`src/rtl/rf_pulse_tx.sv`:
```
// Pulse-position RF frame transmitter: 8-bit preamble then payload, MSB first, one pulse per '1' slot.
// Define RF_PULSE_TX_PARITY_EN to append an even-parity slot after the payload.
module rf_pulse_tx #(
  parameter int         PACKET_SIZE  = 24,
  parameter logic [7:0] PREAMBLE     = 8'hFF,
  parameter int         BIT_PERIOD   = 10000,
  parameter int         PULSE_OFFSET = 5000,
  parameter int         PULSE_WIDTH  = 1
) (
  input  logic                   i_PCLK,
  input  logic                   i_PRESETn,
  input  logic                   i_valid,
  output logic                   o_ready,
  input  logic [PACKET_SIZE-1:0] i_data,
  input  logic                   i_abort,
  output logic                   o_rfout,
  output logic                   o_busy,
  output logic                   o_done,
  output logic [5:0]             o_bit_idx
);

`ifdef RF_PULSE_TX_PARITY_EN
  localparam int PAR_BITS = 1;
`else
  localparam int PAR_BITS = 0;
`endif
  localparam int SLOTS   = 8 + PACKET_SIZE + PAR_BITS;
  localparam int SHIFT_W = SLOTS;
  localparam int CNT_W   = (BIT_PERIOD > 1) ? $clog2(BIT_PERIOD) : 1;

  localparam logic [CNT_W-1:0] CNT_LAST = CNT_W'(BIT_PERIOD - 1);
  localparam logic [CNT_W:0]   P_LO     = (CNT_W+1)'(PULSE_OFFSET);
  localparam logic [CNT_W:0]   P_HI     = (CNT_W+1)'(PULSE_OFFSET + PULSE_WIDTH);

  if ((PULSE_OFFSET + PULSE_WIDTH > BIT_PERIOD) || (PULSE_WIDTH == 0) ||
      (BIT_PERIOD < 2) || (SLOTS > 64)) begin : g_bad_params
    $error("rf_pulse_tx: illegal pulse timing or frame length parameters");
  end

  typedef enum logic [2:0] {
    S_IDLE,
    S_PRE,
    S_PAY,
`ifdef RF_PULSE_TX_PARITY_EN
    S_PAR,
`endif
    S_DONE
  } state_t;

  state_t             r_state, w_state_next;
  logic [CNT_W-1:0]   r_cnt, w_cnt_next;
  logic [5:0]         r_bit_idx, w_bit_idx_next;
  logic [SHIFT_W-1:0] r_shift, w_shift_next;
  logic               r_rfout;
  logic               w_rfout_next;
  logic               w_slot_end;
  logic [SHIFT_W-1:0] w_load;
  logic [CNT_W:0]     w_cnt_ext;

  function automatic logic is_busy(input state_t s);
    return (s == S_PRE) || (s == S_PAY)
`ifdef RF_PULSE_TX_PARITY_EN
           || (s == S_PAR)
`endif
           ;
  endfunction

`ifdef RF_PULSE_TX_PARITY_EN
  assign w_load = {PREAMBLE, i_data, ^i_data};
`else
  assign w_load = {PREAMBLE, i_data};
`endif

  always_ff @(posedge i_PCLK or negedge i_PRESETn) begin
    if (!i_PRESETn) begin
      r_state   <= S_IDLE;
      r_cnt     <= '0;
      r_bit_idx <= '0;
      r_shift   <= '0;
      r_rfout   <= 1'b0;
    end else begin
      r_state   <= w_state_next;
      r_cnt     <= w_cnt_next;
      r_bit_idx <= w_bit_idx_next;
      r_shift   <= w_shift_next;
      r_rfout   <= w_rfout_next;
    end
  end

  always_comb begin
    w_state_next   = r_state;
    w_cnt_next     = r_cnt;
    w_bit_idx_next = r_bit_idx;
    w_shift_next   = r_shift;
    w_slot_end     = (r_cnt == CNT_LAST);
    case (r_state)
      S_IDLE: begin
        if (i_valid) begin
          w_state_next   = S_PRE;
          w_cnt_next     = '0;
          w_bit_idx_next = '0;
          w_shift_next   = w_load;
        end
      end
      S_PRE,
`ifdef RF_PULSE_TX_PARITY_EN
      S_PAR,
`endif
      S_PAY: begin
        if (i_abort) begin
          w_state_next   = S_IDLE;
          w_cnt_next     = '0;
          w_bit_idx_next = '0;
          w_shift_next   = '0;
        end else if (w_slot_end) begin
          w_cnt_next     = '0;
          w_bit_idx_next = r_bit_idx + 6'd1;
          w_shift_next   = r_shift << 1;
          if (r_bit_idx == 6'(SLOTS - 1)) begin
            // Counters are parked at zero for the DONE cycle.
            w_state_next   = S_DONE;
            w_bit_idx_next = '0;
            w_shift_next   = '0;
`ifdef RF_PULSE_TX_PARITY_EN
          end else if (r_bit_idx == 6'(8 + PACKET_SIZE - 1)) begin
            w_state_next = S_PAR;
`endif
          end else if (r_bit_idx == 6'd7) begin
            w_state_next = S_PAY;
          end
        end else begin
          w_cnt_next = r_cnt + CNT_W'(1);
        end
      end
      S_DONE: begin
        w_state_next = S_IDLE;
      end
      default: begin
        w_state_next = S_IDLE;
      end
    endcase
  end

  // The pulse is decided from next-cycle state so o_rfout comes straight from a flop.
  assign w_cnt_ext    = {1'b0, w_cnt_next};
  assign w_rfout_next = is_busy(w_state_next) && (w_cnt_ext >= P_LO) &&
                        (w_cnt_ext < P_HI) && w_shift_next[SHIFT_W-1];

  assign o_rfout   = r_rfout;
  assign o_ready   = (r_state == S_IDLE);
  assign o_busy    = is_busy(r_state);
  assign o_done    = (r_state == S_DONE);
  assign o_bit_idx = r_bit_idx;

endmodule

```
`config.mk`:
```
export PLATFORM = sky130hd
export DESIGN_NAME = rf_pulse_tx
export DESIGN_NICKNAME = d
export VERILOG_FILES = /design/src/rtl/rf_pulse_tx.sv
export SDC_FILE = /design/constraint.sdc
export NUM_CORES = 1
export LEC_CHECK = 0
export CAP_MARGIN = 30
export CORE_ASPECT_RATIO = 0.5
export CORE_MARGIN = 10
export CORE_UTILIZATION = 45
export DETAILED_ROUTE_END_ITERATION = 10
export PLACE_DENSITY = 0.67
export RECOVER_POWER = 50
export SYNTH_ARGS = -nofsm -noshare
export SYNTH_HDL_FRONTEND = slang
export SYNTH_SLANG_ARGS = --single-unit
```
`constraint.sdc`:
```
create_clock -name i_PCLK -period 6.24 [get_ports i_PCLK]
set_clock_uncertainty 0.15 [all_clocks]
set_input_delay 1.248 -clock i_PCLK [delete_from_list [all_inputs] [get_ports i_PCLK]]
set_output_delay 1.248 -clock i_PCLK [all_outputs]
set_load 0.03 [all_outputs]
```
==> impl_metrics.csv <==
group,metric,value,unit
clock_network,postCtsSetupRepairBufs,0,
place,gp_routability_congestion,0.852,
sta,hold_violations,0,
die,start_util,47.5,%
critical_path,critPathCaptureType,"asynchronous set/reset pin",
power_and_ir_drop,seqPwrFrac,52.0,%
hold_path,hp-class,"reg2reg",
power_and_ir_drop,pwr_density_cell,228,nW/µm²
sta,post-route-period-util,62.3,%
critical_path,required,5.84,ns
clock_network,clk_path_buf_depth,2,
clock_network,postCtsResizedCells,0,
global_routing,grt_max_degree,57,
power_and_ir_drop,peakVddDrop,0.122,mV
synthesis,yosys_register_bits,56,
sta,finalSetupViolCount,0,
hold_path,worstHoldStart,"r_shift[27]",
route,wl_per_cell,17.7,µm
synthesis,syn_nets,327,
place,dp.cells,404,
route,first_pass_iters,5,
flow_run,maxCapViolations,1,
global_routing,grt_pass1_vias,2471,
critical_path,r2r_cells,8,
clock_network,ctsRootBufferMaster,"clkbuf_16",
die,die_x,134,µm
power_and_ir_drop,power_frac_clock,36.5,%
global_routing,antenna_found_initial,0,
global_routing,grt_first_pass_wirelength,12.3,mm
route,vias,2494,
sta,rsz0062_at_grt,"false",
critical_path,reg2reg_from,"r_cnt[0]",
clock_network,postCtsHoldBufs,0,
clock_network,htreeDepth,2,
sta,hold_ws,0.341,ns
critical_path,r2r-end,"r_shift[3]",
synthesis,syn_inst,297,
die,coreArea,6210,µm²
synthesis,seq_area_frac_synth,47.6,%
clock_network,cts_tree,"yes",
critical_path,endpoint,"r_cnt[10]",
place,dp_slack,2.47,ns
finish,nets,353,
critical_path,cp.arrival,3.48,ns
critical_path,cp-startpoint,"i_PRESETn",
critical_path,worstPathMaxFanout,56,
finish,final_cell_mix,"dfrtp_1 (56), clkdlybuf4s50_1 (35), nand2_1 (28), nand3_1 (26), and3_1 (25)",
synthesis,yosys_warnings,0,
power_and_ir_drop,power.internal,589,µW
critical_path,slowest_delay,2.13,ns
run_status,outcome,"complete, but fails checks",
critical_path,cp_slowest_cell,"clkbuf_1",
sta,setup_ws,2.35,ns
global_routing,grt_usage,14.2,%
critical_path,critPathKind,"in2async",
die,die-area,10400,µm²
synthesis,async_flop_share,100,%
power_and_ir_drop,pwr-share-comb,11.5,%
run_status,violations,"capacitance limit, slew limit",
critical_path,cp.depth,2,
power_and_ir_drop,p_switching,204,µW
finish,drive_gt1_share,6.17,%
route,drc,0,
synthesis,synthesis.area,2950,µm²
finish,fillCellCount,584,
finish,syn_to_final_growth,18.1,%
sta,period_minus_slack,3.89,ns
clock_network,cts_buffers,5,
synthesis,synth_edf_count,0,
finish,n_antenna_cell,0,
die,boundaryPins,38,
sta,max_freq,257,MHz
power_and_ir_drop,switching_share,25.7,%
power_and_ir_drop,p_leak,1.50,nW
finish,final_common_cell,"dfrtp_1",
route,routed_wirelength,7.28,mm
place,dpl.hpwl,4.82,mm
critical_path,critPathLaunchType,"input pin",
sta,slew_headroom,-102,%
route,ant_nets,0,
synthesis,ys_types,54,
die,die_height,77.2,µm
finish,final_cells,412,
critical_path,timing.reg2reg.setup_slack,3.48,ns
synthesis,synth_flop_cell,"dfrtp_1",
clock_network,clk_latency,0.31,ns
global_routing,grt.overflow.total,0,
place,port_buffers,37,
synthesis,syn_avg_cell_area,9.92,µm²
finish,utilization,56.0,%
sta,slew_viol_final,57,
critical_path,crit_buf_inv,2,
route,drt-vias-per-instance,6.05,
critical_path,crit_family,"buffers and inverters",
route,drt_iter0_drc,291,
critical_path,crit_chain,"buf_2 > clkbuf_1",
clock_network,cts_num_sinks,56,
die,rows,20,
clock_network,clk_pin_slew,0.07,ns
sta,final.setup.tns,0,ns
sta,worst_pin_slew,3.03,ns
[flip-flops by register name, summed over array words and instances (netlist names)]
register / count
o_bit_idx: 6
r_shift: 32
o_rfout: 1
r_cnt: 14
r_state: 3
[through the flow]
step / total power [mW] / area (µm²)
6_report: 0.793 / 3480
4_1_cts: 0.801 / 3490
2_1_floorplan: 0.469 / 2950
3_3_place_gp: 0.508 / 3330
3_5_place_dp: 0.510 / 3340
5_1_grt: 0.826 / 3480
[routing by layer]
| metal | share of wire (%) | GRT usage, % | up-vias |
|---|---|---|---|
| li1 | - | - | 1178 |
| met3 | 4.5 | 2.86 | 8 |
| met4 | 1.6 | 6.70 | 0 |
| met2 | 48 | 22.0 | 72 |
| met5 | 0 | 0 | - |
| met1 | 46 | 18.5 | 1236 |
[kinds of logic (layout without fill, tap and decap cells)]
kind of cell / Yosys count / in the layout / synth area share (%)
AND/OR/NAND/NOR: 130 / 130 / 24.1
buffers and inverters: 26 / 53 / 4.38
XOR/XNOR: 5 / 5 / 2.12
AO/OA/AOI/OAI: 77 / 77 / 20.8
flip-flops: 56 / 56 / 47.6
other: 1 / 1 / 0.127
adder cells (fa/ha/maj): 2 / 2 / 0.849
[power groups by stage]
stage / Clock (mW) / Sequential [mW] / Combinational (mW)
2_1_floorplan: 0 / 0.412 / 0.0570
3_3_place_gp: 0 / 0.417 / 0.0902
3_5_place_dp: 0 / 0.419 / 0.0917
4_1_cts: 0.296 / 0.412 / 0.0930
5_1_grt: 0.309 / 0.416 / 0.101
6_report: 0.290 / 0.412 / 0.0912
[cell type report]
class	instances	area, µm²	share of cell area [%]
flip-flops and latches	56	1400	40.3
repair buffers	41	392	11.3
clock inverters	3	21.3	0.612
clock buffers	5	125	3.60
well taps	88	110	3.17
inverters	4	15.0	0.432
multi-input cells	215	1410	40.6
[worst min path at each step]
| stage | slack (ns) | to | cells after the start |
|---|---|---|---|
| after floorplan | 0.31 | r_shift[0] | 1 |
| after global placement | 0.32 | r_shift[27] | 2 |
| after detailed placement | 0.33 | r_shift[0] | 1 |
| after CTS | 0.35 | r_shift[0] | 1 |
| after global routing | 0.37 | r_shift[28] | 2 |
| final | 0.34 | r_shift[27] | 2 |
[Yosys cell counts (4+ instances only)]
cell type	instances	area [µm²]
a21oi_1	6	30.0
a221o_1	23	230
a31oi_1	8	50.1
and3_1	25	156
clkbuf_1	13	48.8
dfrtp_1	56	1400
inv_1	4	15.0
nand2_1	27	101
nand3_1	26	130
nand4_1	4	25.0
nor2_1	12	45.0
nor3_1	8	40.0
nor4_1	4	25.0
o21ai_0	14	70.1
xnor2_1	4	35.0
No activity file was read; power rests on OpenSTA's default activity.
